==> config.mk <==
export PLATFORM = sky130hd
export DESIGN_NAME = lsu_arbiter
export DESIGN_NICKNAME = d
export VERILOG_FILES = /design/src/rtl/lsu_arbiter.sv
export SDC_FILE = /design/constraint.sdc
export NUM_CORES = 1
export LEC_CHECK = 0
export CAP_MARGIN = 20
export CORE_MARGIN = 8
export CORE_UTILIZATION = 42
export DETAILED_ROUTE_END_ITERATION = 8
export PLACE_DENSITY = 0.86
export RECOVER_POWER = 25
export SYNTH_ARGS = -nofsm -noshare
export SYNTH_HDL_FRONTEND = slang
export SYNTH_SLANG_ARGS = --single-unit
==> constraint.sdc <==
create_clock -name clk_i -period 6.6 [get_ports clk_i]
set_clock_uncertainty 0.05 [all_clocks]
set_input_delay 1.98 -clock clk_i [delete_from_list [all_inputs] [get_ports clk_i]]
set_output_delay 1.98 -clock clk_i [all_outputs]
set_load 0.01 [all_outputs]
==> src/rtl/lsu_arbiter.sv <==
// lsu_arbiter: two-port arbiter and sequencer in front of the load/store unit.
//
// Requester 0 is the core pipeline and requester 1 is the debug/loader port.
// Each transaction takes three cycles:
//   IDLE   - grant pulse, and the request is latched
//   ACCESS - the LSU is driven for one cycle and load data is captured
//   RESP   - rvalid pulse to the granted requester, with err and rdata
//
// Optional feature macro: LSU_ARB_RR_EN
//   defined   - round-robin on a tie, using a last-grant pointer that resets to 1
//   undefined - fixed priority, where requester 0 wins ties (no pointer)
//
// Ports (slot r of a packed per-requester bus is bits [r*W +: W]):
//   clk_i, rst_i     clock (rising edge), synchronous active-high reset
//   req_i[1:0]       request per requester, held until its gnt_o
//   we_i[1:0]        1 = store, 0 = load
//   func3_i[5:0]     RISC-V funct3 per requester
//   addr_i           2 x ADDR_W byte addresses
//   wdata_i          2 x DATA_W store data
//   gnt_o[1:0]       one-cycle accept pulse (one-hot or zero)
//   rvalid_o[1:0]    one-cycle response pulse
//   err_o            misaligned access, valid with rvalid_o
//   rdata_o          load data, valid with rvalid_o
//   lsu_st_en_o, lsu_func3_o, lsu_addr_o, lsu_st_data_o  LSU drive (ACCESS only)
//   lsu_ld_data_i    LSU load data, combinational from lsu_addr_o
module lsu_arbiter #(
    parameter int unsigned ADDR_W = 32,
    parameter int unsigned DATA_W = 32
) (
    input  logic                clk_i,
    input  logic                rst_i,
    input  logic [1:0]          req_i,
    input  logic [1:0]          we_i,
    input  logic [5:0]          func3_i,
    input  logic [2*ADDR_W-1:0] addr_i,
    input  logic [2*DATA_W-1:0] wdata_i,
    output logic [1:0]          gnt_o,
    output logic [1:0]          rvalid_o,
    output logic                err_o,
    output logic [DATA_W-1:0]   rdata_o,
    output logic                lsu_st_en_o,
    output logic [2:0]          lsu_func3_o,
    output logic [ADDR_W-1:0]   lsu_addr_o,
    output logic [DATA_W-1:0]   lsu_st_data_o,
    input  logic [DATA_W-1:0]   lsu_ld_data_i
);

    typedef enum logic [1:0] {
        IDLE   = 2'd0,
        ACCESS = 2'd1,
        RESP   = 2'd2
    } state_t;

    state_t              state;
    state_t              state_next;

    logic                win;
    logic                take;
    logic                sel_we;
    logic [2:0]          sel_func3;
    logic [ADDR_W-1:0]   sel_addr;
    logic [DATA_W-1:0]   sel_wdata;
    logic                sel_mis;

    logic                lat_we;
    logic [2:0]          lat_func3;
    logic [ADDR_W-1:0]   lat_addr;
    logic [DATA_W-1:0]   lat_wdata;
    logic                lat_idx;
    logic                lat_mis;
    logic [DATA_W-1:0]   rdata_q;

`ifdef LSU_ARB_RR_EN
    logic                last_gnt;
`endif

    // Winner selection: a single requester always wins; ties follow the build option.
    always_comb begin
        win = 1'b0;
        if (req_i == 2'b10) begin
            win = 1'b1;
        end else if (req_i == 2'b11) begin
`ifdef LSU_ARB_RR_EN
            win = ~last_gnt;
`else
            win = 1'b0;
`endif
        end
    end

    assign take      = (state == IDLE) && (|req_i) && !rst_i;
    assign sel_we    = we_i[win];
    assign sel_func3 = func3_i[win*3 +: 3];
    assign sel_addr  = addr_i[win*ADDR_W +: ADDR_W];
    assign sel_wdata = wdata_i[win*DATA_W +: DATA_W];

    // funct3[1:0]: 01 half needs addr[0]=0, 10 word needs addr[1:0]=0, 11 illegal.
    always_comb begin
        sel_mis = 1'b0;
        case (sel_func3[1:0])
            2'b01:   sel_mis = sel_addr[0];
            2'b10:   sel_mis = |sel_addr[1:0];
            2'b11:   sel_mis = 1'b1;
            default: sel_mis = 1'b0;
        endcase
    end

    always_ff @(posedge clk_i) begin
        if (rst_i) begin
            state     <= IDLE;
            lat_we    <= 1'b0;
            lat_func3 <= '0;
            lat_addr  <= '0;
            lat_wdata <= '0;
            lat_idx   <= 1'b0;
            lat_mis   <= 1'b0;
            rdata_q   <= '0;
        end else begin
            state <= state_next;
            if (take) begin
                lat_we    <= sel_we;
                lat_func3 <= sel_func3;
                lat_addr  <= sel_addr;
                lat_wdata <= sel_wdata;
                lat_idx   <= win;
                lat_mis   <= sel_mis;
            end
            // Stores and misaligned accesses respond with zero data.
            if (state == ACCESS) begin
                rdata_q <= (lat_we || lat_mis) ? '0 : lsu_ld_data_i;
            end
        end
    end

`ifdef LSU_ARB_RR_EN
    always_ff @(posedge clk_i) begin
        if (rst_i) begin
            last_gnt <= 1'b1;
        end else if (take) begin
            last_gnt <= win;
        end
    end
`endif

    always_comb begin
        state_next    = state;
        gnt_o         = '0;
        rvalid_o      = '0;
        err_o         = 1'b0;
        rdata_o       = '0;
        lsu_st_en_o   = 1'b0;
        lsu_func3_o   = '0;
        lsu_addr_o    = '0;
        lsu_st_data_o = '0;
        case (state)
            IDLE: begin
                if (take) begin
                    gnt_o[win] = 1'b1;
                    state_next = ACCESS;
                end
            end
            ACCESS: begin
                if (!lat_mis) begin
                    // Reset gates the write enable so a reset mid-access commits nothing.
                    lsu_st_en_o   = lat_we && !rst_i;
                    lsu_func3_o   = lat_func3;
                    lsu_addr_o    = lat_addr;
                    lsu_st_data_o = lat_wdata;
                end
                state_next = RESP;
            end
            RESP: begin
                if (!rst_i) begin
                    rvalid_o[lat_idx] = 1'b1;
                    err_o             = lat_mis;
                    rdata_o           = rdata_q;
                end
                state_next = IDLE;
            end
            default: begin
                state_next = IDLE;
            end
        endcase
    end

endmodule

# ---- Word level (Yosys, flattened, before mapping)
# Index checks and enable logic that the tools add are counted.
dict set report word_totals {
  in_bits 172
  ff_bits 104
  out_inout_bits 105
  word_cells 60
}
dict set report op_classes {
  shifts 3
  mul 1
  muxes 27
  n_reduce_logical 10
  order_cmp 4
  n_eq_ne 7
}
# operator count
set op_table {}
lappend op_table {{two-way mux 32 bit} 7}
lappend op_table {{variable part select 64 x 7 -> 32 bit} 2}
lappend op_table {{two-way mux 2 bit} 5}
lappend op_table {{two-way mux 1 bit} 9}
lappend op_table {{equality test 2 bit (second input constant)} 4}
lappend op_table {{two-way mux 3 bit} 2}
lappend op_table {{variable part select 6 x 4 -> 3 bit} 1}
lappend op_table {{logical AND 1 bit} 5}
lappend op_table {{equality test 2 x 1 -> 1 bit (second input constant)} 2}
lappend op_table {{less-than comparator 1 x 2 -> 1 bit (second input constant)} 2}
lappend op_table {{one-hot mux 2 bit (2 select lines)} 1}
lappend op_table {{OR reduction 2 bit} 2}
lappend op_table {{multiplier 1 x 2 -> 3 bit (second input constant)} 1}
lappend op_table {{one-hot mux 1 bit (3 select lines)} 1}
lappend op_table {{demux 1 bit (select 1 bit)} 2}
lappend op_table {{greater-or-equal comparator 1 bit (second input constant)} 2}
lappend op_table {{zero test 2 bit} 1}
lappend op_table {{inequality test 2 bit (second input constant)} 1}
lappend op_table {{zero test 1 bit} 1}
lappend op_table {{logical OR 1 bit} 1}

# ---- Depth between registers and ports, before layout
# Gate-level depths: netlist of the first run.
dict set report depth {
  word_depth 8
  depth_mapped 7
  ltp_nobuf 3
}

# ---- Worst setup path before layout of the first run
# Ideal clock, no wire load.
dict set report synth_path {
  path_type {input-to-output}
  start {input rst_i}
  end {output rdata_o[10]}
  arrival_ps 2998
  t_required_ps 4570
  path_slack_ps 1572
  stages 4
  n_path_buf 2
  path_cell_list {clkbuf_1 > nor3b_1 > clkbuf_1 > and2_1}
}
dict set report synth_between {
  elab_chain_cells 2
}
# element line_no
set synth_rtl {}
lappend synth_rtl {{start, declared} 31} ;# input logic rst_i,
lappend synth_rtl {{two-way mux 32 bit} 173} ;# if (!rst_i) begin
lappend synth_rtl {{two-way mux 32 bit} 155} ;# case (state)
lappend synth_rtl {{end, declared} 40} ;# output logic [DATA_W-1:0] rdata_o,
# No other way between the ends.

# ---- Worst setup path after layout of the first run
dict set report layout_path {
  start {input rst_i}
  end {output rdata_o[3]}
}
# Same word-level chain as after synthesis.

==> results of run 1 <==
-- cell families after synthesis --
family          Yosys count  share of synthesized area
compound gates          175                      0.234
simple gates            151                      0.171
buf+inv                  60                     0.0526
mux                      68                      0.134
flops                   104                      0.409
-- power groups by stage --
stage               clock (mW)  combinational [mW]  sequential [mW]
global route             0.564               0.422            0.729
finish                   0.529               0.389            0.722
global placement             0               0.376            0.732
detailed placement           0               0.388            0.734
floorplan                    0               0.207            0.722
CTS                      0.538               0.389            0.722
-- stage by stage --
step	utilization	power (mW)	cell area [um2]	worst slack [ns]
floorplan	-	0.929	5090	1.57
CTS	0.686	1.65	8170	0.855
global placement	0.661	1.11	7870	0.910
finish	0.686	1.64	8180	0.644
global route	0.686	1.72	8180	0.504
detailed placement	0.661	1.12	7870	0.874
-- state kept, by name, indices dropped and copies added (netlist names) --
register,flops
rdata_q,32
lat_func3,3
lat_idx,1
lat_mis,1
lat_we,1
lat_wdata,32
state,2
lat_addr,32
-- synth_stat cells --
master    number  share of area
o21ba_2        1         0.0020
a21oi_1       70          0.069
dfxtp_1      104           0.41
buf_2         16          0.016
a211oi_1      58          0.085
nor2b_1        1         0.0012
nor3b_1        2         0.0029
nor2_1        34          0.025
a22oi_1       32          0.047
nand2b_1       2         0.0025
a311oi_1       1         0.0017
clkbuf_1      38          0.028
o221ai_1       1         0.0017
a21boi_0       1         0.0015
a211oi_2      10          0.025
nor4b_2        1         0.0029
o21a_1         1         0.0015
or3_1          1         0.0012
mux2i_1       68           0.13
buf_6          3         0.0066
nor2_2         2         0.0025
nor3_1         2         0.0020
buf_1          3         0.0022
nor4b_1        2         0.0034
and2_1       102           0.13
or2_1          1         0.0012
nand2_1        1        0.00074
-- critical path, cell delays in order --
cell and delay, ns:
clkbuf_1 0.90, nor3b_2 0.08, buf_4 0.27, and2_1 0.19, clkdlybuf4s50_1 0.49
-- cell type report --
class / instances / area, um2 / area share
Multi-Input combinational cell: 394 / 2770 / 0.339
Timing Repair Buffer: 286 / 2840 / 0.348
Sequential cell: 104 / 2080 / 0.255
Clock inverter: 6 / 70.1 / 0.00857
Clock buffer: 10 / 229 / 0.0280
Tap cell: 147 / 184 / 0.0225
-- layer usage --
layer | routed length, um | GRT usage | vias to the layer above
met4 | 325 | 0.0708 | 0
met5 | 0 | 0 | -
met1 | 7190 | 0.244 | 2407
met2 | 9180 | 0.398 | 203
li1 | - | - | 2477
met3 | 1720 | 0.0751 | 22
-- worst max-delay path by stage --
stage | startpoint | to | slack (ns)
3_3_place_gp | req_i[1] | gnt_o[0] | 0.91
6_report | rst_i | rdata_o[3] | 0.64
5_1_grt | rst_i | err_o | 0.50
2_1_floorplan | rst_i | rdata_o[10] | 1.57
3_5_place_dp | req_i[1] | gnt_o[0] | 0.87
4_1_cts | req_i[1] | gnt_o[0] | 0.86
==> run_results.csv, run 1 <==
group,metric,value,unit
worst_setup_path,worst_setup_path_start_kind,"input pin",
worst_setup_path,critical_path_class,"in -> out",
layout,most-common-layout-cells,"clkdlybuf4s50_1 (271), dfxtp_1 (104), and2_1 (89)",
floorplan,start_util,0.428,
worst_setup_path,cp.required,4.57,ns
timing,max_freq,168,MHz
synthesis,avgSynthCellArea,9.13,um2
power,power_switching,446,uW
worst_setup_path,r2r_start,"state[1]",
timing,slew_headroom,-0.183,
cts,clk_pin_slew_worst_paths,0.07,ns
floorplan,dieHeight,126,um
synthesis,seq_area_frac_synth,0.409,
placement,io_buffer_count,276,
global_route,grt_pass1_wl,29000,um
cts,clk_latency,0.33,ns
cts,cts_made_buffers,9,
route,routedWlPerCell,19.4,um
layout,finalNonFillerCells,947,
layout,fillers,907,
route,drt-pass1-iter-count,4,
floorplan,die_x,126,um
power,power_frac_comb,0.237,
global_route,grt_pass1_vias,5566,
cts,cts_tree,"yes",
cts,cts_resized,0,
worst_setup_path,worstReg2RegEnd,"lat_wdata[21]",
layout,drive_gt1_frac,0.0525,
timing,period_share,0.902,
synthesis,synth_area,5090,um2
timing,period_minus_slack,5.96,ns
floorplan,num_io_pins,277,
job,max_cap_viol_count,1,
synthesis,yosysWarningCount,0,
timing,worstMarginPinSlew,1.77,ns
power,p_per_area,201,nW/um2
route,drc,0,
route,vias,5109,
route,detail-route-antenna-nets,0,
global_route,overflow,0,
layout,nNetsFinal,967,
placement,post-dp-hpwl,13500,um
power,p_int,1.19,mW
placement,dp.cells,930,
route,routed_via_density,5.39,
power,vdd_drop_max,0.000123,V
timing,rsz0062_at_grt,"no",
floorplan,num_rows,40,
global_route,grt_max_degree,80,
worst_setup_path,critPathMaxFanout,35,
synthesis,synth_cells,558,
cts,hold_buffers,0,
worst_setup_path,rr_worst_depth,5,
cts,htreeDepth,3,
floorplan,die_area,15900,um2
layout,mostFrequentLayoutCell,"clkdlybuf4s50_1",
worst_setup_path,end_kind,"output pin",
cts,post_cts_buffers,0,
timing,drv_slew,80,
timing,finalHoldViolCount,0,
run_status,status,"complete, but fails checks",
timing,finalSetupViolations,0,
route,drt-total-wl,18400,um
layout,num_antenna_cells,0,
synthesis,synthesis.nets,730,
synthesis,yosys_register_bits,104,
floorplan,core-area,11900,um2
route,drt_iter0_drc,277,
power,clock_power_share,0.323,
min_path,hold_depth,2,
cts,clock_sinks,104,
power,switching_share,0.272,
power,p_leak,3.27,nW
min_path,hold_start,"rdata_q[6]",
global_route,antenna_found_initial,0,
layout,area_delta_synth_final,60.5,%
timing,holdWs,0.466,ns
synthesis,synth_cell_types,27,
min_path,worstHoldPathType,"reg -> reg",
power,power_frac_seq,0.440,
global_route,track_usage,0.223,
min_path,whs_endpoint,"rdata_q[6]",
worst_setup_path,critPathArrivalTime,3.93,ns
run_status,violations,"max-capacitance violations, max-slew violations",
placement,gp_congestion,0.791,
timing,finalSetupTns,0,ns
worst_setup_path,r2r_slack,3.66,ns
cts,cts_max_path_buffers,2,
cts,clockRootBuffer,"clkbuf_16",
Power figures use the tool's default switching activity.
==> run 2, diff against run 1 <==
CTS_CLUSTER_DIAMETER = 50   (was default)
clock period = 7.4 ns   (was 6.6 ns; I/O delays follow)
==> run 2 against run 1 <==
Effect of this change: the flow still finishes with violations (max-capacitance violations, max-slew violations); non-clock buffer count stayed put; first-iteration DRC count is 10% higher; power is 11% lower; flip-flop and latch count stayed put; core utilization is 0.20 points lower; combinational power is 11% lower; die area stayed put; register-to-register slack better by 0.78 ns; sequential share of layout area is 0.074 points higher; design area is 0.29% lower; final cell count is 0.21% higher; worst hold slack worse by 0.0051 ns.
==> run_results.csv, run 2 (synthesized netlist as in run 1, its figures left out) <==
group,metric,value,unit
worst_setup_path,crit_path_top_delay_cell,"nor3b_2",
floorplan,die_x,126,um
min_path,worstHoldPathType,"reg -> reg",
cts,cts_tree,"yes",
floorplan,start_util,0.428,
worst_setup_path,crit_family,"buffers and inverters",
timing,rsz0062_at_grt,"no",
worst_setup_path,cp.depth,5,
route,routedWlPerCell,19.6,um
floorplan,num_io_pins,277,
floorplan,core-area,11900,um2
route,routed_via_density,5.38,
floorplan,num_rows,40,
worst_setup_path,cp.buffers_inverters,3,
worst_setup_path,rr_worst_depth,5,
worst_setup_path,r2r_start,"state[1]",
cts,cts_resized,0,
global_route,grt_max_degree,90,
route,drt_iter0_drc,305,
worst_setup_path,critical_path_class,"in -> out",
timing,worstMarginPinSlew,3.99,ns
route,drt-total-wl,18600,um
global_route,antenna_found_initial,3,
timing,period_minus_slack,6.64,ns
timing,finalSetupViolations,0,
cts,clk_pin_slew_worst_paths,0.07,ns
worst_setup_path,end_kind,"output pin",
global_route,grt_pass1_vias,5472,
floorplan,die_area,15900,um2
global_route,grt_pass1_wl,28700,um
layout,nNetsFinal,967,
layout,mostFrequentLayoutCell,"clkdlybuf4s50_1",
cts,post_cts_buffers,0,
worst_setup_path,crit_path_start,"rst_i",
timing,holdWs,0.461,ns
worst_setup_path,r2r_slack,4.44,ns
placement,post-dp-hpwl,13500,um
layout,fillers,940,
job,max_cap_viol_count,2,
global_route,track_usage,0.223,
power,p_per_area,180,nW/um2
power,vdd_drop_max,0.000113,V
cts,htreeDepth,3,
timing,finalHoldViolCount,0,
worst_setup_path,critPathArrivalTime,4.37,ns
global_route,overflow,0,
placement,gp_congestion,0.803,
timing,slew_headroom,-1.66,
worst_setup_path,worstReg2RegEnd,"lat_wdata[26]",
worst_setup_path,path_cells,"clkbuf_1 > nor3b_2 > buf_4 > and2_1 > clkdlybuf4s50_1",
cts,clk_latency,0.34,ns
run_status,status,"complete, but fails checks",
worst_setup_path,slowest_delay,0.73,ns
layout,most-common-layout-cells,"clkdlybuf4s50_1 (260), dfxtp_1 (104), and2_1 (101)",
run_status,violations,"max-capacitance violations, max-slew violations",
worst_setup_path,critPathMaxFanout,20,
cts,hold_buffers,0,
route,drt-pass1-iter-count,5,
cts,cts_made_buffers,9,
layout,area_delta_synth_final,60.0,%
timing,finalSetupTns,0,ns
floorplan,dieHeight,126,um
route,detail-route-antenna-nets,0,
route,vias,5101,
route,drc,0,
timing,max_freq,151,MHz
worst_setup_path,worst_setup_path_start_kind,"input pin",
power,p_leak,3.28,nW
worst_setup_path,cp.required,5.13,ns
timing,period_share,0.897,
worst_setup_path,crit_end,"rdata_o[1]",
placement,io_buffer_count,276,
layout,drive_gt1_frac,0.0413,
cts,clockRootBuffer,"clkbuf_16",
layout,reg_top3,"lat_addr (32), lat_wdata (32), rdata_q (32)",
timing,drv_slew,116,
cts,clock_sinks,104,
cts,cts_max_path_buffers,2,
==> run 2: worst min-delay path by stage <==
stage / start / endpoint / slack, ns / depth (start not counted)
floorplan: rdata_q[0] / rdata_q[0] / 0.42 / 2
global placement: rdata_q[3] / rdata_q[3] / 0.44 / 2
detailed placement: rdata_q[15] / rdata_q[15] / 0.45 / 2
CTS: rdata_q[3] / rdata_q[3] / 0.47 / 2
global route: lat_addr[12] / lat_addr[12] / 0.49 / 2
finish: rdata_q[3] / rdata_q[3] / 0.46 / 2
==> run 2: metal layers <==
layer | track usage | share of wire | up-vias
met5 | 0 | 0.00059 | -
met4 | 0.0757 | 0.024 | 2
met3 | 0.0831 | 0.087 | 30
met2 | 0.391 | 0.49 | 210
met1 | 0.241 | 0.40 | 2384
li1 | - | - | 2475
==> run 2: through the flow <==
stage	cells	power [mW]	setup slack, ns	util	cell area [um2]
2_1_floorplan	558	0.829	1.89	-	5090
3_3_place_gp	930	0.989	1.19	0.661	7870
3_5_place_dp	930	1.00	1.08	0.661	7870
4_1_cts	946	1.48	1.08	0.686	8170
5_1_grt	949	1.54	0.565	0.684	8150
6_report	949	1.47	0.765	0.684	8150
==> run 2: cell type report <==
type / count / area [um2] / area share
clock inverter: 4 / 52.6 / 0.00645
tap: 147 / 184 / 0.0226
antenna: 2 / 5.00 / 0.000614
multi-input combinational: 394 / 2740 / 0.335
timing repair buffer: 286 / 2850 / 0.349
clock buffer: 12 / 246 / 0.0302
sequential: 104 / 2080 / 0.255
==> run 2: worst register-to-register path, delay by kind of cell (launching register included) <==
family / cells / cell delay, ns
buf+inv: 2 / 1.06
simple gates: 2 / 0.98
flops: 1 / 0.40
compound gates: 1 / 0.15
==> run 2: where the power goes <==
group | switching (mW) | internal (mW) | leakage (nW) | total, mW
Combinational | 0.158 | 0.187 | 2.27 | 0.345
Sequential | 0.0295 | 0.614 | 0.859 | 0.644
Clock | 0.206 | 0.273 | 0.147 | 0.479
==> RTL change, RTL diff (flow settings as in run 2) <==
Put a register stage on the output `err_o`, with the module's reset. The value now appears one clock later. The other outputs are not delayed to match.
--- a/src/rtl/lsu_arbiter.sv
+++ b/src/rtl/lsu_arbiter.sv
@@ -50,6 +50,8 @@
         ACCESS = 2'd1,
         RESP   = 2'd2
     } state_t;
+
+    logic err_d;
 
     state_t              state;
     state_t              state_next;
@@ -146,7 +148,7 @@
         state_next    = state;
         gnt_o         = '0;
         rvalid_o      = '0;
-        err_o         = 1'b0;
+        err_d         = 1'b0;
         rdata_o       = '0;
         lsu_st_en_o   = 1'b0;
         lsu_func3_o   = '0;
@@ -172,7 +174,7 @@
             RESP: begin
                 if (!rst_i) begin
                     rvalid_o[lat_idx] = 1'b1;
-                    err_o             = lat_mis;
+                    err_d             = lat_mis;
                     rdata_o           = rdata_q;
                 end
                 state_next = IDLE;
@@ -183,5 +185,13 @@
         endcase
     end
 
+    always_ff @(posedge clk_i) begin
+        if (rst_i) begin
+            err_o <= '0;
+        end else begin
+            err_o <= err_d;
+        end
+    end
+
 endmodule
 
Formal check against the unedited RTL: not equivalent (Yosys sat finds a counterexample within 4 cycles, from zero or initial values and one cycle with rst_i high).
==> RTL change against run 2 <==
  * The run still ends with capacitance limit, slew limit left
  * Routed wire length is 0.24% higher
  * First-iteration DRC count up 43%
  * Sequential share of layout area grew 0.27 points
  * Cell count is 0.11% lower
  * Register-to-register slack worse by 540 ps
  * Area after synthesis is 0.42% higher
  * Non-clock buffer count fell by 1
  * Worst setup slack improved by 45 ps
  * Cell area down 0.11%
  * Sequential cell count rose by 1
  * Total power shrank 1.4%
==> RTL change: results (changes against run 2) <==
* CP max FO at 72 (was 20)
* Max-cap viol count at 1 (was 2)
* Die width at 126 µm (about the same)
* Worst slack, placed at 1110 ps (was 1080 ps)
* Power Dens Cells at 178 nW/µm² (was 180 nW/µm²)
* Max Slew Vio Count at 30 (was 116)
* Min-delay src: rdata_q[7]$_SDFFE_PP0P_ (was rdata_q[3]$_SDFFE_PP0P_)
* Clk tree area frac at 3.47% (was 3.67%)
* Measured slew at the worst slew-check pin at 1660 ps (was 3990 ps)
* Seq/total area at 25.8% (was 25.5%)
* Reg-to-reg endpoint: lat_mis$_SDFFE_PP0P_ (was lat_wdata[26]$_SDFFE_PP0P_)
* Area occupied by multi-input gates at 2740 µm² (about the same)
* Vias in the first global route at 5474 (was 5472)
* Largest net degree at the start of global routing at 73 (was 90)
* LEAKAGE at 3.27 nW (was 3.28 nW)
* Met1 usage at 24.4% (was 24.1%)
* Worst vdd ir at 113 µV (about the same)
* DRT Pass-1 Iters at 4 (was 5)
* Met3 wire len at 1040 µm (was 1620 µm)
* Routability Congestion at 0.808 (was 0.803)
* Routed vias at 5161 (was 5101)
* Status: finished with violations (unchanged)
* Antenna violations before repair at 1 (was 3)
* Met3 Use GR at 5.19% (was 8.31%)
* Mapped Avg Cell Area at 9.15 µm² (was 9.13 µm²)
* Failing checks: capacitance limit, slew limit (unchanged)
* Post-DP Area at 7900 µm² (was 7870 µm²)
* Arrival time at the worst endpoint at 4320 ps (was 4370 ps)
RTL change: changes by cell type after synthesis:
cell,delta
dfxtp_1,+1
buf_2,+1
buf_1,+1
clkbuf_1,-2
RTL change: worst max path at each step:
stage	startpoint	end	slack, ps	cells after the start
after floorplan	rst_i	rdata_o[10]	1890	4
after global placement	req_i[0]	gnt_o[0]	1160	4
after CTS	req_i[0]	gnt_o[0]	1090	4
after global routing	rst_i	rdata_o[18]	570	5
final	rst_i	rdata_o[5]	810	5
after detailed placement	req_i[0]	gnt_o[0]	1110	4
RTL change: tightest hold or removal path, delay by kind of cell, from the launching register on:
family	cells	cell delay, ps
flops	1	330
compound gates	1	80
simple gates	1	80
RTL change: kinds of logic after synthesis:
family                 Yosys count  synth area share (%)
flip-flops                     105                  41.1
buffers and inverters           60                  5.26
AO/OA/AOI/OAI                  175                  23.3
multiplexers                    68                  13.3
AND/OR/NAND/NOR                151                  17.0
